<file path="src/rtl/mem_arbiter.sv">
// rtl/mem_arbiter.sv - two-master round-robin arbiter for the 8-bit memory bus
// The bus is parked on its last owner; a lock keeps ownership for at most LOCK_MAX blocked cycles.
module mem_arbiter #(
    parameter int LOCK_MAX = 8
) (
    input  logic        clk_i,
    input  logic        rst_i,
    input  logic        m0_cs_i,
    input  logic        m0_we_i,
    input  logic [15:0] m0_addr_i,
    input  logic [7:0]  m0_wdata_i,
    input  logic        m0_lock_i,
    output logic [7:0]  m0_rdata_o,
    output logic        m0_wait_o,
    input  logic        m1_cs_i,
    input  logic        m1_we_i,
    input  logic [15:0] m1_addr_i,
    input  logic [7:0]  m1_wdata_i,
    input  logic        m1_lock_i,
    output logic [7:0]  m1_rdata_o,
    output logic        m1_wait_o,
    output logic        s_cs_o,
    output logic        s_we_o,
    output logic [15:0] s_addr_o,
    output logic [7:0]  s_wdata_o,
    input  logic [7:0]  s_rdata_i,
    input  logic        s_wait_i,
    output logic        owner_o
);

    localparam int HW = $clog2(LOCK_MAX + 1);
    localparam logic [HW-1:0] HOLD_MAX = HW'(LOCK_MAX);

    typedef enum logic {
        OWN_M0 = 1'b0,
        OWN_M1 = 1'b1
    } owner_e;

    owner_e        owner_q, owner_d;
    logic [HW-1:0] hold_q, hold_d;

    logic        cs_own, we_own, lock_own, cs_other;
    logic [15:0] addr_own;
    logic [7:0]  wdata_own;
    logic        inflight, at_max;

    always_ff @(posedge clk_i) begin
        if (rst_i) begin
            owner_q <= OWN_M0;
            hold_q  <= '0;
        end else begin
            owner_q <= owner_d;
            hold_q  <= hold_d;
        end
    end

    always_comb begin
        cs_own    = m0_cs_i;
        we_own    = m0_we_i;
        lock_own  = m0_lock_i;
        addr_own  = m0_addr_i;
        wdata_own = m0_wdata_i;
        cs_other  = m1_cs_i;
        if (owner_q == OWN_M1) begin
            cs_own    = m1_cs_i;
            we_own    = m1_we_i;
            lock_own  = m1_lock_i;
            addr_own  = m1_addr_i;
            wdata_own = m1_wdata_i;
            cs_other  = m0_cs_i;
        end
        inflight = cs_own & s_wait_i;
        at_max   = (hold_q == HOLD_MAX);
    end

    // A locked owner keeps the bus until the peer has been blocked LOCK_MAX cycles.
    always_comb begin
        owner_d = owner_q;
        hold_d  = hold_q;
        if (!cs_other) begin
            hold_d = '0;
        end else if (!inflight) begin
            if (!lock_own || at_max) begin
                owner_d = (owner_q == OWN_M0) ? OWN_M1 : OWN_M0;
                hold_d  = '0;
            end else begin
                hold_d = hold_q + 1'b1;
            end
        end
    end

    always_comb begin
        s_cs_o     = 1'b0;
        s_we_o     = 1'b0;
        s_addr_o   = 16'h0000;
        s_wdata_o  = 8'h00;
        m0_wait_o  = 1'b1;
        m1_wait_o  = 1'b1;
        m0_rdata_o = 8'h00;
        m1_rdata_o = 8'h00;
        owner_o    = 1'b0;
        if (!rst_i) begin
            s_cs_o    = cs_own;
            s_we_o    = cs_own & we_own;
            s_addr_o  = addr_own;
            s_wdata_o = wdata_own;
            owner_o   = (owner_q == OWN_M1);
            if (owner_q == OWN_M1) begin
                m1_wait_o  = s_wait_i;
                m1_rdata_o = s_rdata_i;
            end else begin
                m0_wait_o  = s_wait_i;
                m0_rdata_o = s_rdata_i;
            end
        end
    end

endmodule
</file>
<file path="config.mk">
export PLATFORM = sky130hd
export DESIGN_NAME = mem_arbiter
export DESIGN_NICKNAME = d
export VERILOG_FILES = /design/src/rtl/mem_arbiter.sv
export SDC_FILE = /design/constraint.sdc
export NUM_CORES = 1
export LEC_CHECK = 0
export ABC_AREA = 1
export BUFFER_PORTS_ARGS = -buffer_cell sky130_fd_sc_hd__buf_2
export CORE_MARGIN = 1.5
export CORE_UTILIZATION = 29
export DETAILED_ROUTE_END_ITERATION = 16
export HOLD_SLACK_MARGIN = 0.02
export PLACE_DENSITY = 0.87
export SETUP_SLACK_MARGIN = 0.3
export SYNTH_ARGS = -nofsm -noshare
export SYNTH_HDL_FRONTEND = slang
export SYNTH_SLANG_ARGS = --single-unit
</file>
<file path="constraint.sdc">
create_clock -name clk_i -period 1.2 [get_ports clk_i]
set_input_delay 0 -clock clk_i [delete_from_list [all_inputs] [get_ports clk_i]]
set_output_delay 0 -clock clk_i [all_outputs]
set_load 0.05 [all_outputs]
</file>
==> run summary, run 1 <==
Post-DP HPWL - 2960 µm
Seq/Total Area, Yosys - 13.5%
Clock sink count - 5
Total Routing Usage GR - 77.4%
Avg Cell Area, Syn - 6.37 µm²
Status - aborted with a tool error
Chip height - 53.5 µm
Placed Area - 0.00170 mm²
Root buffer cell - clkbuf_4
Congestion Overflow GR - 90
Proportion of synthesized area in mux cells - 0%
YS warnings - 0
Largest net degree at the start of global routing - 10
Num CTS Buffers - 3
Synth area leaders - a22o_1 (28%), dfxtp_1 (14%), nor2_1 (12%)
Row cnt - 18
# H-tree levels - 1
Post-Syn Instances - 116
Worst endpoint from the post-global-route timing repair - s_addr_o[10]
CTS hold repair buffers - 0
Post-Synth Adder-Cell Area - 3.38%
Main combinational cell family by area after synthesis - simple AND/OR/NAND/NOR gates
Err - [ERROR GRT-0232] Routing congestion too high. Check the congestion heatmap in the GUI.
Mapped cell area - 739 µm²
Worst endpoint type - primary output
Synth top area share - 28.4%
Placer congestion estimate - 0.883
Initial cell density of the core - 30.1%
#FFs+latches synth - 5
Number of I/O port buffers - 109
Compound-Gate Fraction of Synth Area - 33.7%
DP Cell Count - 255
Number of library cell types mapped by synthesis - 22
Simple-Gate Fraction of Synth Area - 34.7%
Net Count, Synth - 183
Post-synth top area cell - a22o_1
Halt Stage - global routing
IO Pins - 110
CTS Buffer Depth - 2
Synth Area in XOR/XNOR - 0%
Die X - 53.5 µm
repair_timing:
item	in CTS
setup buffers	9
gates resized for setup	112
gates cloned	5
setup endpoints to repair	50
pin swaps	5
per-layer routing:
metal | overflow | GRT usage, %
met1 | 0 | 67.7
met2 | 62 | 107
met3 | 0 | 46.9
met4 | 28 | 99.6
met5 | 0 | 0
logic make-up after synthesis:
kind of cell             after synthesis
buffers and inverters                 25
AND/OR/NAND/NOR                       55
AO/OA/AOI/OAI                         29
adder cells (fa/ha/maj)                2
flip-flops                             5
stage by stage:
| step | setup TNS (ns) | worst slack (ns) |
|---|---|---|
| floorplan | -0.981 | -0.140 |
| global placement | -0.241 | -0.0228 |
| detailed placement | -0.717 | -0.0651 |
| CTS | -6.75 | -0.218 |
Yosys cell counts (all sizes together):
| cell type | count |
|---|---|
| nor2 | 26 |
| a22o | 24 |
| nand2 | 22 |
| inv | 20 |
| buf | 5 |
| dfxtp | 5 |
| nand3 | 5 |
| a21oi | 2 |
| ha | 2 |
| a211oi | 1 |
| nand3b | 1 |
| nand4 | 1 |
| o21ai | 1 |
| o22ai | 1 |
==> run 2: changes to the inputs <==
==> config.mk (replaced) <==
export PLATFORM = sky130hd
export DESIGN_NAME = mem_arbiter
export DESIGN_NICKNAME = d
export VERILOG_FILES = /design/src/rtl/mem_arbiter.sv
export SDC_FILE = /design/constraint.sdc
export NUM_CORES = 1
export LEC_CHECK = 0
export ABC_AREA = 1
export BUFFER_PORTS_ARGS = -buffer_cell sky130_fd_sc_hd__buf_2
export CORE_AREA = 2 2 63 65
export DETAILED_ROUTE_END_ITERATION = 16
export DIE_AREA = 0 0 65 67
export PLACE_DENSITY_LB_ADDON = 0.15
export SYNTH_ARGS = -nofsm -noshare
export SYNTH_HDL_FRONTEND = slang
export SYNTH_SLANG_ARGS = --single-unit
==> run summary, run 2 <==
Number of DRC markers in iteration 0 - 30
Reg with most FFs - hold_q
# H-tree levels - 1
Share of cells above drive strength 1 - 75.6%
Post-synth top area cell - a22o_1
P per Cell Area - 849 mW/mm²
Row cnt - 22
Total power - 0.00166 W
Seq/Total Area, Yosys - 13.5%
Hold crit path type - in -> reg
Nets - 306
Most frequent cells in the layout - buf_2 (64), buf_6 (46), a22o_2 (18), inv_1 (17), nand2_1 (15)
Number of library cell types mapped by synthesis - 22
Max-cap violation count - 0
Final Hold Viols - 0
Final worst slack - -0.182 ns
Critical path arrival - 1.38 ns
Worst skew pair latency - 0.23 ns
Unrepaired setup endpoints after global routing - yes
Violated checks - negative setup slack
Die area - 0.00436 mm²
Ant. Diodes - 0
Required @ worst endpoint - 1.20 ns
Commonest non-fill, non-tap cell in the layout - buf_2
Worst-path fanout max - 25
Leak pwr - 1.01 nW
Largest regs - hold_q x4, owner_q x1
YS warnings - 0
VDD IR max - 0.574 mV
Via count - 1260
Largest register FFs - 4
Crit. End Element - primary output
Root buffer cell - clkbuf_8
Status - complete, but fails checks
Slew @ Worst Pin - 0.244 ns
Per-cell routed wire length - 13.2 µm
Synth area leaders - a22o_1 (28%), dfxtp_1 (14%), nor2_1 (12%)
Commonest cells in the netlist - a22o_1 (24), nor2_1 (24), nand2_1 (20)
Max-slew headroom - 83.7%
Num CTS Buffers - 3
Post-Syn Instances - 116
Hold Path Origin - m1_cs_i
Total Wirelength - 3770 µm
Setup crit start kind - flip-flop
Post-DP HPWL - 2780 µm
Chip height - 67 µm
Final cycle utilization of the critical path - 115%
Number of I/O port buffers - 109
CTS Buffer Depth - 2
Setup Skew - 0.00317 ns
Residual DRC count - 0
Setup CP Type - reg -> out
Core Area - 0.00361 mm²
Layout Area Growth over Synthesis - 165%
Congestion Overflow GR - 0
Avg Cell Area, Syn - 6.37 µm²
Final setup violation count - 44
Final Max Slew Viols - 0
TritonCTS clock tree - done
Fmax - 724 MHz
Initial antenna violation count - 0
Initial cell density of the core - 20.5%
Vias in the first global route - 1164
Post-Route Setup TNS - -5.72 ns
#FFs+latches synth - 5
Placer congestion estimate - 0.754
Net Count, Synth - 183
RR Startpoint - owner_q
Async SR Flop Fraction - 0%
DR pass1 iterations - 4
Largest net degree at the start of global routing - 26
Clock sink count - 5
EDFF count, synth - 0
Mapped cell area - 739 µm²
Tmin final - 1.38 ns
Top FF cell, synth - dfxtp_1
First-pass GRT wire length - 5130 µm
Synth top area share - 28.4%
Die X - 65 µm
Via density - 4.41
Critical Path Start - owner_q
Clock transition at path regs - 0.04 ns
Total Routing Usage GR - 14.9%
IO Pins - 110
Number of routed nets with antenna violations - 0
## run 2: metal layers
metal	GRT usage, %	wire length [µm]	up-vias
li1	-	-	635
met1	14.7	1290	566
met2	29.8	2090	55
met3	3.72	341	4
met4	4.79	46	0
met5	0	0	-
## run 2: area by class of cell
type | count | area [µm²]
Timing Repair Buffer | 122 | 988
Multi-Input combinational cell | 87 | 676
Tap cell | 48 | 60.1
Clock buffer | 4 | 45.0
Sequential cell | 5 | 104
Inverter | 20 | 83.8
Fill cell | 362 | 1650
## run 2: worst max-delay path, cell delays in order (launching register included)
cell and delay, ns:
dfxtp_4 0.36, buf_12 0.13, nor2_4 0.15, buf_12 0.18, a22o_2 0.18, buf_6 0.15
## run 2: path summary, 6_finish.rpt
kind	end	cells past startpoint	slack, ns
worst min-delay path	owner_q	5	0.11
worst min register to register	hold_q[3]	3	0.53
worst max-delay path	s_addr_o[6]	5	-0.18
worst max register to register	hold_q[0]	7	-0.03
## run 2: kinds of logic (layout without fill, tap and decap cells)
kind of cell / Yosys count / count (layout) / share of synthesized area [%]
AOI/OAI and AO/OA: 29 / 29 / 33.7
adders and majority gates: 2 / 2 / 3.38
buffers and inverters: 25 / 146 / 14.7
DFF: 5 / 5 / 13.5
and+or+nand+nor: 55 / 56 / 34.7
## run 2: repair_timing
item / 4_1_cts / 5_1_grt
hold buffers: 0 / 0
setup endpoints to repair: 44 / 50
hold endpoints to repair: 0 / 0
setup buffers: 5 / 2
resized for setup: 94 / 20
gates cloned: 0 / 1
pin swaps: 6 / 8
## run 2: power breakdown
| group | total [W] | switching (W) | internal, W |
|---|---|---|---|
| clock | 0.000324 | 0.0000945 | 0.000229 |
| sequential | 0.000184 | 0.00000876 | 0.000175 |
| combinational | 0.00115 | 0.000686 | 0.000468 |
## run 2: through the flow
step | hold slack (ns) | area, µm² | cells | utilization [%] | worst slack, ns
floorplan | 0.176 | 825 | 116 | - | -0.163
global route | 0.136 | 1960 | 286 | 54.3 | -0.224
detailed placement | 0.342 | 1450 | 274 | 40.3 | -0.0553
global placement | 0.343 | 1450 | 274 | 40.3 | -0.0252
CTS | 0.108 | 1840 | 283 | 51.1 | -0.194
finish | 0.114 | 1960 | 286 | 54.3 | -0.182
No activity file was read; power rests on OpenSTA's default activity.
